===== config.mk =====
export PLATFORM = sky130hd
export DESIGN_NAME = alu_request_scheduler
export DESIGN_NICKNAME = d
export VERILOG_FILES = /design/src/rtl/alu_sched_pkg.sv /design/src/rtl/rr_arbiter.sv /design/src/rtl/alu_request_scheduler.sv
export SDC_FILE = /design/constraint.sdc
export NUM_CORES = 1
export LEC_CHECK = 0
export BUFFER_PORTS_ARGS = -buffer_cell sky130_fd_sc_hd__buf_2
export CAP_MARGIN = 40
export CORE_MARGIN = 2
export CORE_UTILIZATION = 28
export CTS_BUF_LIST = sky130_fd_sc_hd__clkbuf_8
export CTS_CLUSTER_DIAMETER = 100
export DETAILED_ROUTE_END_ITERATION = 10
export GPL_TIMING_DRIVEN = 0
export PLACE_DENSITY = 0.47
export SLEW_MARGIN = 20
export SYNTH_ARGS = -nofsm -noshare
export SYNTH_HDL_FRONTEND = slang
export SYNTH_SLANG_ARGS = --single-unit
export TNS_END_PERCENT = 20

===== constraint.sdc =====
create_clock -name clk -period 2.2 [get_ports clk]
set_clock_uncertainty 0.1 [all_clocks]
set_input_delay 0 -clock clk [delete_from_list [all_inputs] [get_ports clk]]
set_output_delay 0 -clock clk [all_outputs]
set_load 0.1 [all_outputs]

===== src/rtl/alu_sched_pkg.sv =====
// Shared op codes, FSM states and op-shape helpers for the ALU request scheduler.
package alu_sched_pkg;

  localparam logic [1:0] OP_ADD = 2'b00;
  localparam logic [1:0] OP_SUB = 2'b01;
  localparam logic [1:0] OP_MUL = 2'b10;
  localparam logic [1:0] OP_DIV = 2'b11;

  typedef enum logic [2:0] {
    S_IDLE, S_BEGIN, S_LOAD1, S_LOAD2, S_LOAD3, S_WAIT, S_READ2, S_RESP
  } state_t;

  // Operand bytes streamed onto inbus: div needs a 16-bit dividend plus divisor.
  function automatic logic [1:0] load_count(input logic [1:0] op);
    logic [1:0] n;
    n = (op == OP_DIV) ? 2'd3 : 2'd2;
    return n;
  endfunction

  function automatic logic [1:0] result_count(input logic [1:0] op);
    logic [1:0] n;
    case (op)
      OP_ADD, OP_SUB: n = 2'd1;
      OP_MUL, OP_DIV: n = 2'd2;
      default:        n = 2'd1;
    endcase
    return n;
  endfunction

endpackage


===== src/rtl/rr_arbiter.sv =====
// Round-robin arbiter: search starts one past the last winner; pointer moves only on a grant.
module rr_arbiter #(
  parameter int N = 2
) (
  input  logic                 clk,
  input  logic                 reset,
  input  logic [N-1:0]         req,
  input  logic                 enable,
  output logic [N-1:0]         grant,
  output logic [$clog2(N)-1:0] index
);

  localparam int IW = $clog2(N);

  logic [IW-1:0] ptr;

  function automatic logic [IW-1:0] wrap_idx(input logic [IW-1:0] p, input int off);
    int s;
    s = int'(p) + off;
    if (s >= N) s = s - N;
    return IW'(s);
  endfunction

  // Walk offsets from farthest to nearest so the nearest requester overwrites.
  always_comb begin
    grant = '0;
    index = '0;
    for (int off = N; off >= 1; off--) begin
      if (req[wrap_idx(ptr, off)]) begin
        grant                     = '0;
        grant[wrap_idx(ptr, off)] = 1'b1;
        index                     = wrap_idx(ptr, off);
      end
    end
    if (!enable) grant = '0;
  end

  always_ff @(posedge clk) begin
    if (reset)                ptr <= IW'(N - 1);
    else if (enable && |req)  ptr <= index;
  end

endmodule


===== src/rtl/alu_request_scheduler.sv =====
// Shares one ALU between N_REQ requesters: arbitrate, pulse BEGIN, stream operands,
// wait for END under a watchdog, then return the result bytes to the winner.
module alu_request_scheduler
  import alu_sched_pkg::*;
#(
  parameter int N_REQ   = 2,
  parameter int TIMEOUT = 255
) (
  input  logic               clk,
  input  logic               reset,
  input  logic [N_REQ-1:0]   req_valid,
  output logic [N_REQ-1:0]   req_ready,
  input  logic [2*N_REQ-1:0] req_op,
  input  logic [8*N_REQ-1:0] req_opa,
  input  logic [8*N_REQ-1:0] req_opb,
  input  logic [8*N_REQ-1:0] req_opc,
  output logic [N_REQ-1:0]   rsp_valid,
  output logic [7:0]         rsp_hi,
  output logic [7:0]         rsp_lo,
  output logic               rsp_err,
  output logic               busy,
  output logic               alu_begin,
  output logic [1:0]         alu_op_code,
  output logic [7:0]         alu_inbus,
  input  logic [7:0]         alu_outbus,
  input  logic               alu_end
);

  localparam int         IW  = $clog2(N_REQ);
  localparam logic [7:0] TMO = 8'(TIMEOUT);

  state_t state, nxt;

  logic [N_REQ-1:0][1:0] op_arr;
  logic [N_REQ-1:0][7:0] opa_arr, opb_arr, opc_arr;
  assign op_arr  = req_op;
  assign opa_arr = req_opa;
  assign opb_arr = req_opb;
  assign opc_arr = req_opc;

  logic [N_REQ-1:0] grant;
  logic [IW-1:0]    gidx, g_q;
  logic [1:0]       op_q;
  logic [7:0]       a_q, b_q, c_q, cnt;
  logic             arb_en;

  // Gate with reset so nothing is accepted while the block is being cleared.
  assign arb_en = (state == S_IDLE) && !reset;

  rr_arbiter #(.N(N_REQ)) u_arb (
    .clk    (clk),
    .reset  (reset),
    .req    (req_valid),
    .enable (arb_en),
    .grant  (grant),
    .index  (gidx)
  );

  assign req_ready   = grant;
  assign alu_op_code = op_q;

  always_ff @(posedge clk) begin
    if (reset) state <= S_IDLE;
    else       state <= nxt;
  end

  always_comb begin
    nxt       = state;
    alu_begin = 1'b0;
    alu_inbus = '0;
    rsp_valid = '0;
    busy      = (state != S_IDLE);
    case (state)
      S_IDLE:  if (|grant) nxt = S_BEGIN;
      S_BEGIN: begin
        alu_begin = 1'b1;
        nxt       = S_LOAD1;
      end
      S_LOAD1: begin
        alu_inbus = a_q;
        nxt       = S_LOAD2;
      end
      S_LOAD2: begin
        alu_inbus = b_q;
        nxt       = (load_count(op_q) == 2'd3) ? S_LOAD3 : S_WAIT;
      end
      S_LOAD3: begin
        alu_inbus = c_q;
        nxt       = S_WAIT;
      end
      // END beats the watchdog when both land in the same cycle.
      S_WAIT: begin
        if (alu_end)         nxt = (result_count(op_q) == 2'd2) ? S_READ2 : S_RESP;
        else if (cnt == TMO) nxt = S_RESP;
      end
      S_READ2: nxt = S_RESP;
      S_RESP: begin
        rsp_valid[g_q] = 1'b1;
        nxt            = S_IDLE;
      end
      default: nxt = S_IDLE;
    endcase
  end

  always_ff @(posedge clk) begin
    if (reset) begin
      op_q    <= OP_ADD;
      a_q     <= '0;
      b_q     <= '0;
      c_q     <= '0;
      g_q     <= '0;
      cnt     <= '0;
      rsp_hi  <= '0;
      rsp_lo  <= '0;
      rsp_err <= 1'b0;
    end else begin
      case (state)
        S_IDLE: if (|grant) begin
          op_q    <= op_arr[gidx];
          a_q     <= opa_arr[gidx];
          b_q     <= opb_arr[gidx];
          c_q     <= opc_arr[gidx];
          g_q     <= gidx;
          cnt     <= '0;
          rsp_err <= 1'b0;
        end
        S_WAIT: begin
          if (alu_end) begin
            if (result_count(op_q) == 2'd1) begin
              rsp_lo <= alu_outbus;
              rsp_hi <= '0;
            end else begin
              rsp_hi <= alu_outbus;
            end
          end else if (cnt == TMO) begin
            rsp_err <= 1'b1;
            rsp_hi  <= '0;
            rsp_lo  <= '0;
          end else begin
            cnt <= cnt + 8'd1;
          end
        end
        S_READ2: rsp_lo <= alu_outbus;
        default: ;
      endcase
    end
  end

endmodule


Word level (Yosys, flattened, before mapping)
Index checks and enable logic that the tools add are counted.
Operators by class
  $add $sub $neg: 5
  $lt $le $gt $ge: 11
  eq/ne operators: 20
  muxes and demuxes: 55
  reductions and logical operators: 22
Operators with widths (number)
  $mux W8: 14
  $pmux W8 S2: 2
  $pmux W3 S8: 1
  $pmux W8 S3: 1
  $mux W1: 20
  $mux W2: 9
  $eq A3 B3 Y1 const B: 4
  $lt A1 B2 Y1 const B: 6
  $mux W3: 3
  $add A8 B1 Y8 const B: 1
  $eq A2 B2 Y1 const B: 4
  $eq A8 B8 Y1 const B: 1
  $reduce_and A4 Y1: 2
  $reduce_or A2 Y1: 4
  $eq A3 B2 Y1 const B: 2
  $ne A2 B2 Y1 const B: 3
  $ne A3 B3 Y1 const B: 2
  $reduce_and A2 Y1: 3
  $reduce_bool A2 Y1: 3
  $logic_and A1 B1 Y1: 5
  $eq A2 B1 Y1 const B: 2
  $pmux W2 S2: 1
  $add A1 B2 Y3 const B: 1
  $demux W1 S1: 3
  13 further kinds: 16
Storage, ports and cells
  flip-flop bits (word level): 56
  output and inout port bits: 33
  logic and storage cells: 124

Logic depth before layout (Yosys ltp)
Gate-level depths: netlist (run 1).
  word-level depth: 16
  mapped depth: 7

Modules after synthesis
From an unflattened synthesis (run 1), not the netlist that was laid out.
Second synthesis, totals
  cells, all modules: 320
  area, all modules: 2824.0 um^2
Modules (own cells, without submodules)
  alu_request_scheduler: times used 1, cells each 312, area an instance 2760.1 um^2, sequential area each 1101.1 um^2
  rr_arbiter: times used 1, cells each 8, area an instance 63.8 um^2, sequential area each 20.0 um^2

Worst setup path after synthesis (run 1)
No wires, ideal clock.
  path kind: register -> output
  start: register state[0]
  end: output port req_ready[0]
  data arrival time: 4076 ps
  data required time: 2100 ps
  path slack: -1976 ps
  cell stages (with the launch flop): 5
  path buffers: 1
  cell sequence: dfxtp_1 > buf_6 > nor3_4 > inv_2 > nor4b_1
On the way
  cells in the longest elaborated chain, start to end: 3
Ends and longest elaborated chain
  start, declared: RTL line alu_request_scheduler.sv:32  | state_t state, nxt;
  start signal, assigned: RTL line alu_request_scheduler.sv:64  | else state <= nxt;
  $logic_not A3 Y1: RTL line alu_request_scheduler.sv:48  | assign arb_en = (state == S_IDLE) && !reset;
  $logic_and A1 B1 Y1: RTL line alu_request_scheduler.sv:48
  $mux W2: RTL line rr_arbiter.sv:35  | if (!enable) grant = '0;
  end, declared: RTL line alu_request_scheduler.sv:12  | output logic [N_REQ-1:0] req_ready,
No other way between the ends.

Final worst setup path (run 1)
  start: input port req_valid[0]
  end: output port req_ready[1]
On the way
  cells in the longest elaborated chain, start to end: 5
Ends and longest elaborated chain
  start, declared: RTL line alu_request_scheduler.sv:11  | input logic [N_REQ-1:0] req_valid,
  $mux W1 (implied by the code) (2 in a row): RTL line rr_arbiter.sv:29  | if (req[wrap_idx(ptr, off)]) begin
  $mux W2: RTL line rr_arbiter.sv:29
  $mux W2 *: RTL line rr_arbiter.sv:29
  $mux W2 *: RTL line rr_arbiter.sv:35
Mark *: on every way between the ends. The rest lies on a longest branch, timed or not. The select of a mux whose other input is x is not followed.

==> results of run 1 <==
-- power by group through the flow --
stage / logic, mW / clock network, mW / registers [mW]
after CTS: 0.809 / 0.615 / 1.13
after floorplan: 0.514 / 0 / 1.18
final: 0.806 / 0.588 / 1.13
after global placement: 0.714 / 0 / 1.15
after global routing: 0.874 / 0.638 / 1.14
after detailed placement: 0.722 / 0 / 1.16
-- per-stage QoR --
stage	power, mW	TNS, ps
CTS	2.557	0
floorplan	1.696	-2615
detailed placement	1.879	0
global route	2.655	0
global placement	1.868	0
finish	2.528	0
-- sequential cells by signal, summed over array words and instances, names as in the netlist --
signal and count:
state 3, c_q 8, g_q 1, alu_op_code 2, rsp_lo 8, u_arb.ptr 1, b_q 8, rsp_hi 8
a_q 8, rsp_err 1, cnt 8
-- how the worst max path moves through the flow --
stage / startpoint / end / slack, ps / cells past startpoint
3_3_place_gp: state[1] / alu_inbus[2] / 110 / 6
5_1_grt: req_valid[0] / req_ready[1] / 10 / 7
6_report: req_valid[0] / req_ready[1] / 100 / 7
2_1_floorplan: state[1] / alu_inbus[1] / -350 / 5
4_1_cts: state[1] / alu_inbus[7] / 8 / 6
3_5_place_dp: state[1] / alu_inbus[4] / 130 / 6
-- layer usage --
metal,vias to the layer above,track usage [%],wire length [um]
met4,0,2.571,54
met2,84,27.31,4015
met5,-,0,0
li1,1406,-,-
met1,1271,19.27,3922
met3,6,3.493,467
-- worst register-to-register path, stage by stage (launching register included) --
cell,delay [ps]
sky130_fd_sc_hd__dfxtp_1,330
sky130_fd_sc_hd__a21boi_0,260
sky130_fd_sc_hd__buf_4,290
sky130_fd_sc_hd__mux2i_1,210
sky130_fd_sc_hd__dlygate4sd3_1,580
sky130_fd_sc_hd__a211oi_2,70
-- synthesized netlist by cell type, types with 3 or more instances --
master / instances / area (um^2)
sky130_fd_sc_hd__a211oi_1: 3 / 22.52
sky130_fd_sc_hd__a211oi_2: 24 / 300.3
sky130_fd_sc_hd__a21oi_1: 13 / 65.06
sky130_fd_sc_hd__a22oi_1: 9 / 67.56
sky130_fd_sc_hd__buf_2: 5 / 25.02
sky130_fd_sc_hd__buf_4: 3 / 22.52
sky130_fd_sc_hd__buf_6: 4 / 45.04
sky130_fd_sc_hd__clkbuf_1: 9 / 33.78
sky130_fd_sc_hd__dfxtp_1: 56 / 1121
sky130_fd_sc_hd__inv_1: 3 / 11.26
sky130_fd_sc_hd__mux2i_1: 35 / 350.3
sky130_fd_sc_hd__nand2_1: 31 / 116.4
sky130_fd_sc_hd__nand2b_1: 10 / 62.56
sky130_fd_sc_hd__nand3_1: 3 / 15.01
sky130_fd_sc_hd__nand3b_1: 3 / 22.52
sky130_fd_sc_hd__nor2_1: 40 / 150.1
sky130_fd_sc_hd__nor2b_1: 3 / 18.77
sky130_fd_sc_hd__o21ai_0: 19 / 95.09
sky130_fd_sc_hd__xnor2_1: 3 / 26.28
sky130_fd_sc_hd__xor2_1: 3 / 26.28
-- area by class of cell --
class / instances / area (um^2)
buffer: 23 / 145.1
tap: 133 / 166.4
inverter: 4 / 15.01
fill: 992 / 5647
sequential: 56 / 1122
clock buffer: 6 / 82.58
timing repair buffer: 148 / 1035
clock inverter: 2 / 11.26
multi-input combinational: 226 / 1595
-- logic make-up (layout without fill, tap and decap cells) --
kind of cell	count (synthesis)	after routing	synth area share, %
buffers and inverters	27	183	5.244
flip-flops	56	56	39.49
AND/OR/NAND/NOR	107	107	18.60
AO/OA/AOI/OAI	77	77	22.04
adder cells (fa/ha/maj)	1	1	0.4407
multiplexers	35	35	12.34
XOR/XNOR	6	6	1.851
-- timing repair --
item | in CTS | in global routing
hold buffers | 52 | 0
buffers inserted | 0 | 0
endpoints found under the hold margin | 40 | 0
resized for setup | 12 | 10
endpoints found under the setup margin | 9 | 10
==> reports/qor_table.md, run 1 <==
| Stage | Parameter | This run |
|:---|:---|:---|
| worst hold path | HP Start | req_opb[14] |
| placed design | Minimum setup slack after placement | 131.4 ps |
| worst setup path | Worst Reg2Reg Path Length in Cells | 5 |
| synth | Number of flops mapped to enable cells by yosys | 0 |
| worst setup path | Worst reg-to-reg setup slack | 240 ps |
| placed design | Placed cell areas | 3510 um^2 |
| floorplanning | Die Width | 104.7 um |
| worst setup path | Critical path required time | 2100 ps |
| worst setup path | Class of the most critical setup path | input pin to output port |
| worst setup path | Stage delay of the slowest cell on the critical path | 540 ps |
| worst hold path | Worst hold path stage count | 3 |
| floorplanning | Vertical die dimension | 104.7 um |
| power and ir drop | Switching Power | 0.8703 mW |
| worst setup path | CP Buf/Inv Count | 5 |
| power and ir drop | Clock share of power | 23.2% |
| floorplanning | Number of top-level design ports | 98 |
| layout | Number of nets in the final layout | 530 |
| global routing | Wire length of the first global-routing pass | 13.90 mm |
| placed design | Count of placed standard cells including taps | 538 |
| sta | Share of the clock period used by the worst path | 95.39% |
| synth | Register area share after synthesis | 39.49% |
| global routing | Pin count of the biggest net entering global routing | 17 |
| synth | Post-synthesis instance total | 309 |
| sta | Maximum clock rate | 0.4765 GHz |
| synth | Total of flip-flops plus latches after synthesis | 56 |
| power and ir drop | Pwr per Cell Area | 605.9 nW/um^2 |
| worst hold path | Hold Path Class | input pin to register |
| worst setup path | Peak fanout along the critical path | 10 |
| power and ir drop | Net Sw Frac | 34.42% |
| layout | Most common library cell in the layout ignoring fill and taps | sky130_fd_sc_hd__buf_2 |
| route | Initial DRC Count | 78 |
| layout | Share of layout cells above drive strength 1 | 33.12% |
| global routing | Number of global-route vias before repair | 2903 |
| sta | Tightest hold margin | 7.515 ps |
| route | DR WL/cell | 14.15 um |
| sta | Relative slew margins | 49.80% |
| synth | Synth Flop Type | sky130_fd_sc_hd__dfxtp_1 |
| synth | Post-Synthesis Mean Instance Area | 9.188 um^2 |
| flow run | Number of maximum-capacitance violations | 0 |
| route | Detail-routed via count per cell | 4.627 |
| floorplanning | Die area | 10960 um^2 |
| global routing | Number of antenna violations at the first check in global routing | 0 |
| power and ir drop | Power share of the combinational group | 31.9% |
| cts | CTS clk-pin slew, worst paths | 100 ps |
| worst setup path | Critical path launch point type | input pin |
| worst setup path | Setup crit end kind | output port |
| sta | Max Slew Vio Count | 0 |
| sta | Final worst slack | 101.4 ps |
| placed design | Dpl hpwl | 5.842 mm |
| placed design | Placer Congestion | 0.7113 |
| global routing | Gr usage total | 15.38% |
| route | Drt pass-1 iters | 4 |
| synth | Number of warnings reported in the yosys synthesis log | 0 |
| power and ir drop | Internal Pwr Total | 1.658 mW |
| cts | CTS Root Buffer Type | sky130_fd_sc_hd__clkbuf_8 |
| sta | Setup repair after global routing missed its margin | false |
| power and ir drop | Fraction of power consumed by sequential logic | 44.9% |
| worst setup path | Critical R2R Capture | c_q[6] |
| cts | Number of buffers between clock root and the deepest sink | 2 |
| worst setup path | Top cell family by delay on the critical path | buffers and inverters |
| sta | Least-Margin Pin Slew | 753.0 ps |
| floorplanning | Core footprint | 9819 um^2 |
| route | Count of antenna-violating nets left after detailed routing | 0 |
| worst setup path | Chain of cells forming the critical path | dlygate4sd3_1, buf_2, a21boi_0, buf_4, buf_4, nor3b_2, buf_4 |
| route | Final routed wirelength across all metal layers | 8.460 mm |
| cts | CTS tree | built |
| worst setup path | Signal arrival time at the worst endpoint | 2000 ps |
| cts | TritonCTS buffer count | 5 |
| sta | Setup-failing EPs final | 0 |
| layout | Finished Cell Area | 4173 um^2 |
| layout | Ant diodes | 0 |
| floorplanning | Initial Util | 28.91% |
| outcome | Status | finished clean |
| sta | Post-route minimum period | 2099 ps |
| cts | Clock Latency Late Sink | 300 ps |
| layout | Non-filler cells in the finished layout | 598 |
| worst setup path | Reg-to-reg startpoint | u_arb.ptr |
| power and ir drop | Peak supply drop | 0.3023 mV |
| synth | Cell area after synthesis | 2839 um^2 |
| sta | Final hold violation count | 0 |
| worst hold path | Endpoint with the worst hold slack | b_q[6] |
| layout | Most used cells in the layout excluding fill and tap cells | sky130_fd_sc_hd__buf_2, sky130_fd_sc_hd__dfxtp_1, sky130_fd_sc_hd__dlygate4sd3_1 |
| synth | Number of distinct library cell variants in the gate-level netlist after synthesis | 43 |
| power and ir drop | Leakage component of the power | 1.745 nW |
| floorplanning | Site Rows | 36 |
| layout | Final core utilization | 42.49% |
| placed design | Port Buf Inserts | 96 |
| synth | Net count after synthesis | 375 |
| synth | Async set-or-reset flop fraction in the synthesized netlist | 0% |
| cts | Clock sink count | 56 |
| layout | Synth-to-layout area growth | 46.98% |
| route | Number of remaining DRC errors | 0 |
| worst setup path | Slowest-stage cell, CP | sky130_fd_sc_hd__dlygate4sd3_1 |
| route | Via count | 2767 |
| global routing | Global route overflow | 0 |
| worst setup path | Dominant cell type by count on the critical path | sky130_fd_sc_hd__buf_4 |
| cts | CTS H-tree depth | 2 |
(Power assumes the default switching activity.)
==> run 2: changes to the inputs <==
--- a/config.mk
+++ b/config.mk
@@ -7,13 +7,13 @@
 export LEC_CHECK = 0
 export BUFFER_PORTS_ARGS = -buffer_cell sky130_fd_sc_hd__buf_2
 export CAP_MARGIN = 40
-export CORE_MARGIN = 2
+export CORE_MARGIN = 5
 export CORE_UTILIZATION = 28
 export CTS_BUF_LIST = sky130_fd_sc_hd__clkbuf_8
 export CTS_CLUSTER_DIAMETER = 100
 export DETAILED_ROUTE_END_ITERATION = 10
 export GPL_TIMING_DRIVEN = 0
-export PLACE_DENSITY = 0.47
+export PLACE_DENSITY = 0.49
 export SLEW_MARGIN = 20
 export SYNTH_ARGS = -nofsm -noshare
 export SYNTH_HDL_FRONTEND = slang
==> constraint.sdc (replaced) <==
create_clock -name clk -period 1.91 [get_ports clk]
set_clock_uncertainty 0.1 [all_clocks]
set_input_delay 0 -clock clk [delete_from_list [all_inputs] [get_ports clk]]
set_output_delay 0 -clock clk [all_outputs]
set_load 0.1 [all_outputs]
==> run 2 against run 1 <==
  * The run now ends with hold timing left
  * Highest routed layer unchanged
  * Sequential share of layout area is 0.89 points lower
  * Flip-flop and latch count is the same
  * First-iteration DRC count increased by 12%
  * Non-clock buffer count is 1 higher
  * Clock-buffer cell count decreased by 1
  * Clock power up 30%
  * Final cell count rose by 0.17%
  * Total power rose by 20%
  * Worst hold slack worse by 10 ps
  * Critical path depth shrank 1
  * Global-route usage fell by 1.4 points
==> reports/qor_table.md, run 2 (same netlist as run 1, synthesis figures left out) <==
| Stage | Parameter | This run | Change |
|:---|:---|:---|:---|
| outcome | Violations in the final reports | hold timing |  |
| flow run | Number of maximum-capacitance violations | 0 | unchanged |
| cts | TritonCTS buffer count | 5 | unchanged |
| power and ir drop | Leakage component of the power | 1.785 nW | +2.3% |
| layout | Share of layout cells above drive strength 1 | 35.41% | +2.3 points |
| route | Drt pass-1 iters | 4 | unchanged |
| cts | CTS Root Buffer Type | sky130_fd_sc_hd__clkbuf_8 |  |
| route | DR WL/cell | 14.70 um | +3.9% |
| floorplanning | Core footprint | 9819 um^2 | unchanged |
| power and ir drop | Clock share of power | 25.3% | +2.1 points |
| floorplanning | Die area | 12250 um^2 | +12% |
| global routing | Gr usage total | 13.98% | -1.4 points |
| sta | Post-route minimum period | 1870 ps |  |
| worst setup path | Slowest-stage cell, CP | sky130_fd_sc_hd__dfxtp_2 |  |
| sta | Setup-failing EPs final | 0 | unchanged |
| sta | Least-Margin Pin Slew | 781.2 ps | +28.26 ps |
| worst setup path | Setup crit end kind | output port |  |
| worst setup path | Top cell family by delay on the critical path | buffers and inverters |  |
| floorplanning | Die Width | 110.7 um | +5.7% |
| worst setup path | Signal arrival time at the worst endpoint | 1770 ps | -230 ps |
| sta | Setup repair after global routing missed its margin | true |  |
| sta | Sum of negative setup slack | 0 ps | unchanged |
| cts | Clock sink count | 56 | unchanged |
| global routing | Global route overflow | 0 | unchanged |
| power and ir drop | Internal Pwr Total | 2.016 mW | +22% |
| cts | Number of buffers between clock root and the deepest sink | 2 | unchanged |
| power and ir drop | Switching Power | 1.015 mW | +17% |
| placed design | Port Buf Inserts | 96 | unchanged |
| placed design | Dpl hpwl | 6.143 mm | +5.1% |
| floorplanning | Site Rows | 36 | unchanged |
| power and ir drop | Peak supply drop | 0.3318 mV | +9.7% |
| cts | CTS clk-pin slew, worst paths | 100 ps | about the same |
| worst setup path | Critical path launch point type | register |  |
| cts | Clock Latency Late Sink | 310 ps | about the same |
| global routing | Number of antenna violations at the first check in global routing | 0 | unchanged |
| layout | Most common library cell in the layout ignoring fill and taps | sky130_fd_sc_hd__buf_2 |  |
| outcome | Status | complete, but fails checks |  |
| power and ir drop | Fraction of power consumed by sequential logic | 43.1% | -1.8 points |
| layout | Most used cells in the layout excluding fill and tap cells | sky130_fd_sc_hd__buf_2, sky130_fd_sc_hd__dfxtp_1, sky130_fd_sc_hd__dlygate4sd3_1 |  |
| power and ir drop | Power, Total | 3.031 mW | +20% |
| power and ir drop | Pwr per Cell Area | 701.6 nW/um^2 | +16% |
| sta | Max Slew Vio Count | 0 | unchanged |
| sta | Relative slew margins | 47.92% | -1.9 points |
| worst hold path | Hold Path Class | input pin to register |  |
| placed design | Minimum setup slack after placement | -180.7 ps | -312.2 ps |
| worst setup path | CP Buf/Inv Count | 3 | -2 |
| worst setup path | Stage delay of the slowest cell on the critical path | 380 ps | -160 ps |
| floorplanning | Number of top-level design ports | 98 | unchanged |
| global routing | Wire length of the first global-routing pass | 14.21 mm | +2.2% |
| layout | Number of nets in the final layout | 531 | +0.19% |
| route | Number of remaining DRC errors | 0 | unchanged |
| global routing | Number of global-route vias before repair | 2801 | -3.5% |
| worst setup path | Class of the most critical setup path | register to output port |  |
| route | Initial DRC Count | 87 | +12% |
| sta | Tightest hold margin | -2.619 ps | -10.13 ps |
| layout | Ant diodes | 0 | unchanged |
| route | Count of antenna-violating nets left after detailed routing | 0 | unchanged |
| cts | CTS H-tree depth | 2 | unchanged |
| cts | CTS tree | built |  |
| sta | Maximum clock rate | 0.5347 GHz |  |
| route | Detail-routed via count per cell | 4.566 | -1.3% |
| floorplanning | Initial Util | 28.91% | unchanged |
| route | Via count | 2735 | -1.2% |
| layout | Synth-to-layout area growth | 52.18% |  |
| power and ir drop | Power share of the combinational group | 31.6% | -0.3 points |
| floorplanning | Vertical die dimension | 110.7 um | +5.7% |
| global routing | Pin count of the biggest net entering global routing | 20 | +3 |
| route | Final routed wirelength across all metal layers | 8.803 mm | +4.1% |
| sta | Share of the clock period used by the worst path | 97.91% |  |
| power and ir drop | Net Sw Frac | 33.49% | -0.94 points |
| worst setup path | Critical path required time | 1810 ps | -290 ps |
| sta | Final worst slack | 39.85 ps | -61.59 ps |
| placed design | Placer Congestion | 0.7690 | +8.1% |
| worst setup path | Chain of cells forming the critical path | buf_4, nor2b_1, clkbuf_4, a22oi_1, o21ai_2, buf_12 |  |
| worst setup path | Peak fanout along the critical path | 10 | unchanged |
| sta | Final hold violation count | 1 | +1 |
## run 2: cell count changes in the layout (fill, tap and decap cells not counted), moves of 2 or more
cell,before,now
sky130_fd_sc_hd__o21ai_1,8,0
sky130_fd_sc_hd__o21ai_2,1,9
sky130_fd_sc_hd__buf_2,90,86
sky130_fd_sc_hd__buf_12,0,3
sky130_fd_sc_hd__buf_4,10,8
sky130_fd_sc_hd__buf_8,0,2
sky130_fd_sc_hd__dlygate4sd3_1,52,54
sky130_fd_sc_hd__nor2_1,39,37
sky130_fd_sc_hd__nor2_2,1,3
## run 2: worst paths after layout
check | start | endpoint | slack [ps] | depth (start not counted)
max reg2reg | state[0] | u_arb.ptr | 90 | 5
min reg2reg | rsp_hi[0] | rsp_hi[0] | 380 | 2
min | req_opa[0] | a_q[0] | -3 | 3
max | state[2] | alu_inbus[5] | 40 | 6
## run 2: metrics by stage
stage | instance area, um^2 | utilization [%] | hold WS [ps] | std cells
finish | 4320 | 44.00 | -2.619 | 599
floorplan | 2903 | - | 36.05 | 309
detailed placement | 3550 | 36.15 | 163.2 | 538
global placement | 3550 | 36.15 | 159.0 | 538
global route | 4320 | 44.00 | 1.306 | 599
CTS | 4279 | 43.58 | 0.3416 | 598
## run 2: layout make-up
cell class	instances	area [um^2]
Fill cell	995	5499
Multi-Input combinational cell	226	1648
Sequential cell	56	1124
Timing Repair Buffer	150	1111
Tap cell	133	166.4
Buffer	22	146.4
Clock buffer	5	68.82
Clock inverter	3	38.79
Inverter	4	17.52
## run 2: timing repair
item / CTS / global route
hold endpoints to repair: 40 / 1
resized for setup: 33 / 9
setup buffers: 0 / 0
setup endpoints to repair: 31 / 55
hold buffers: 53 / 1
pin swaps: 1 / 1
## run 2: worst register-to-register path, stage by stage (launching register included)
cell	delay, ps
sky130_fd_sc_hd__dfxtp_1	320
sky130_fd_sc_hd__buf_6	130
sky130_fd_sc_hd__nor3_4	210
sky130_fd_sc_hd__nand2_1	110
sky130_fd_sc_hd__a211o_1	290
sky130_fd_sc_hd__dlygate4sd3_1	550
## run 2: power groups by stage
| stage | sequential (mW) | clock [mW] | combinational [mW] |
|---|---|---|---|
| final | 1.31 | 0.767 | 0.957 |
| after global routing | 1.32 | 0.831 | 1.03 |
| after CTS | 1.31 | 0.796 | 0.959 |
| after detailed placement | 1.33 | 0 | 0.848 |
| after global placement | 1.33 | 0 | 0.839 |
| after floorplan | 1.36 | 0 | 0.606 |
## run 2: routing by layer
metal | routed length, um | vias up | GRT usage [%]
li1 | - | 1406 | -
met1 | 3924 | 1264 | 17.29
met2 | 4482 | 57 | 25.08
met3 | 276 | 8 | 2.183
met4 | 119 | 0 | 3.777
met5 | 0 | - | 0
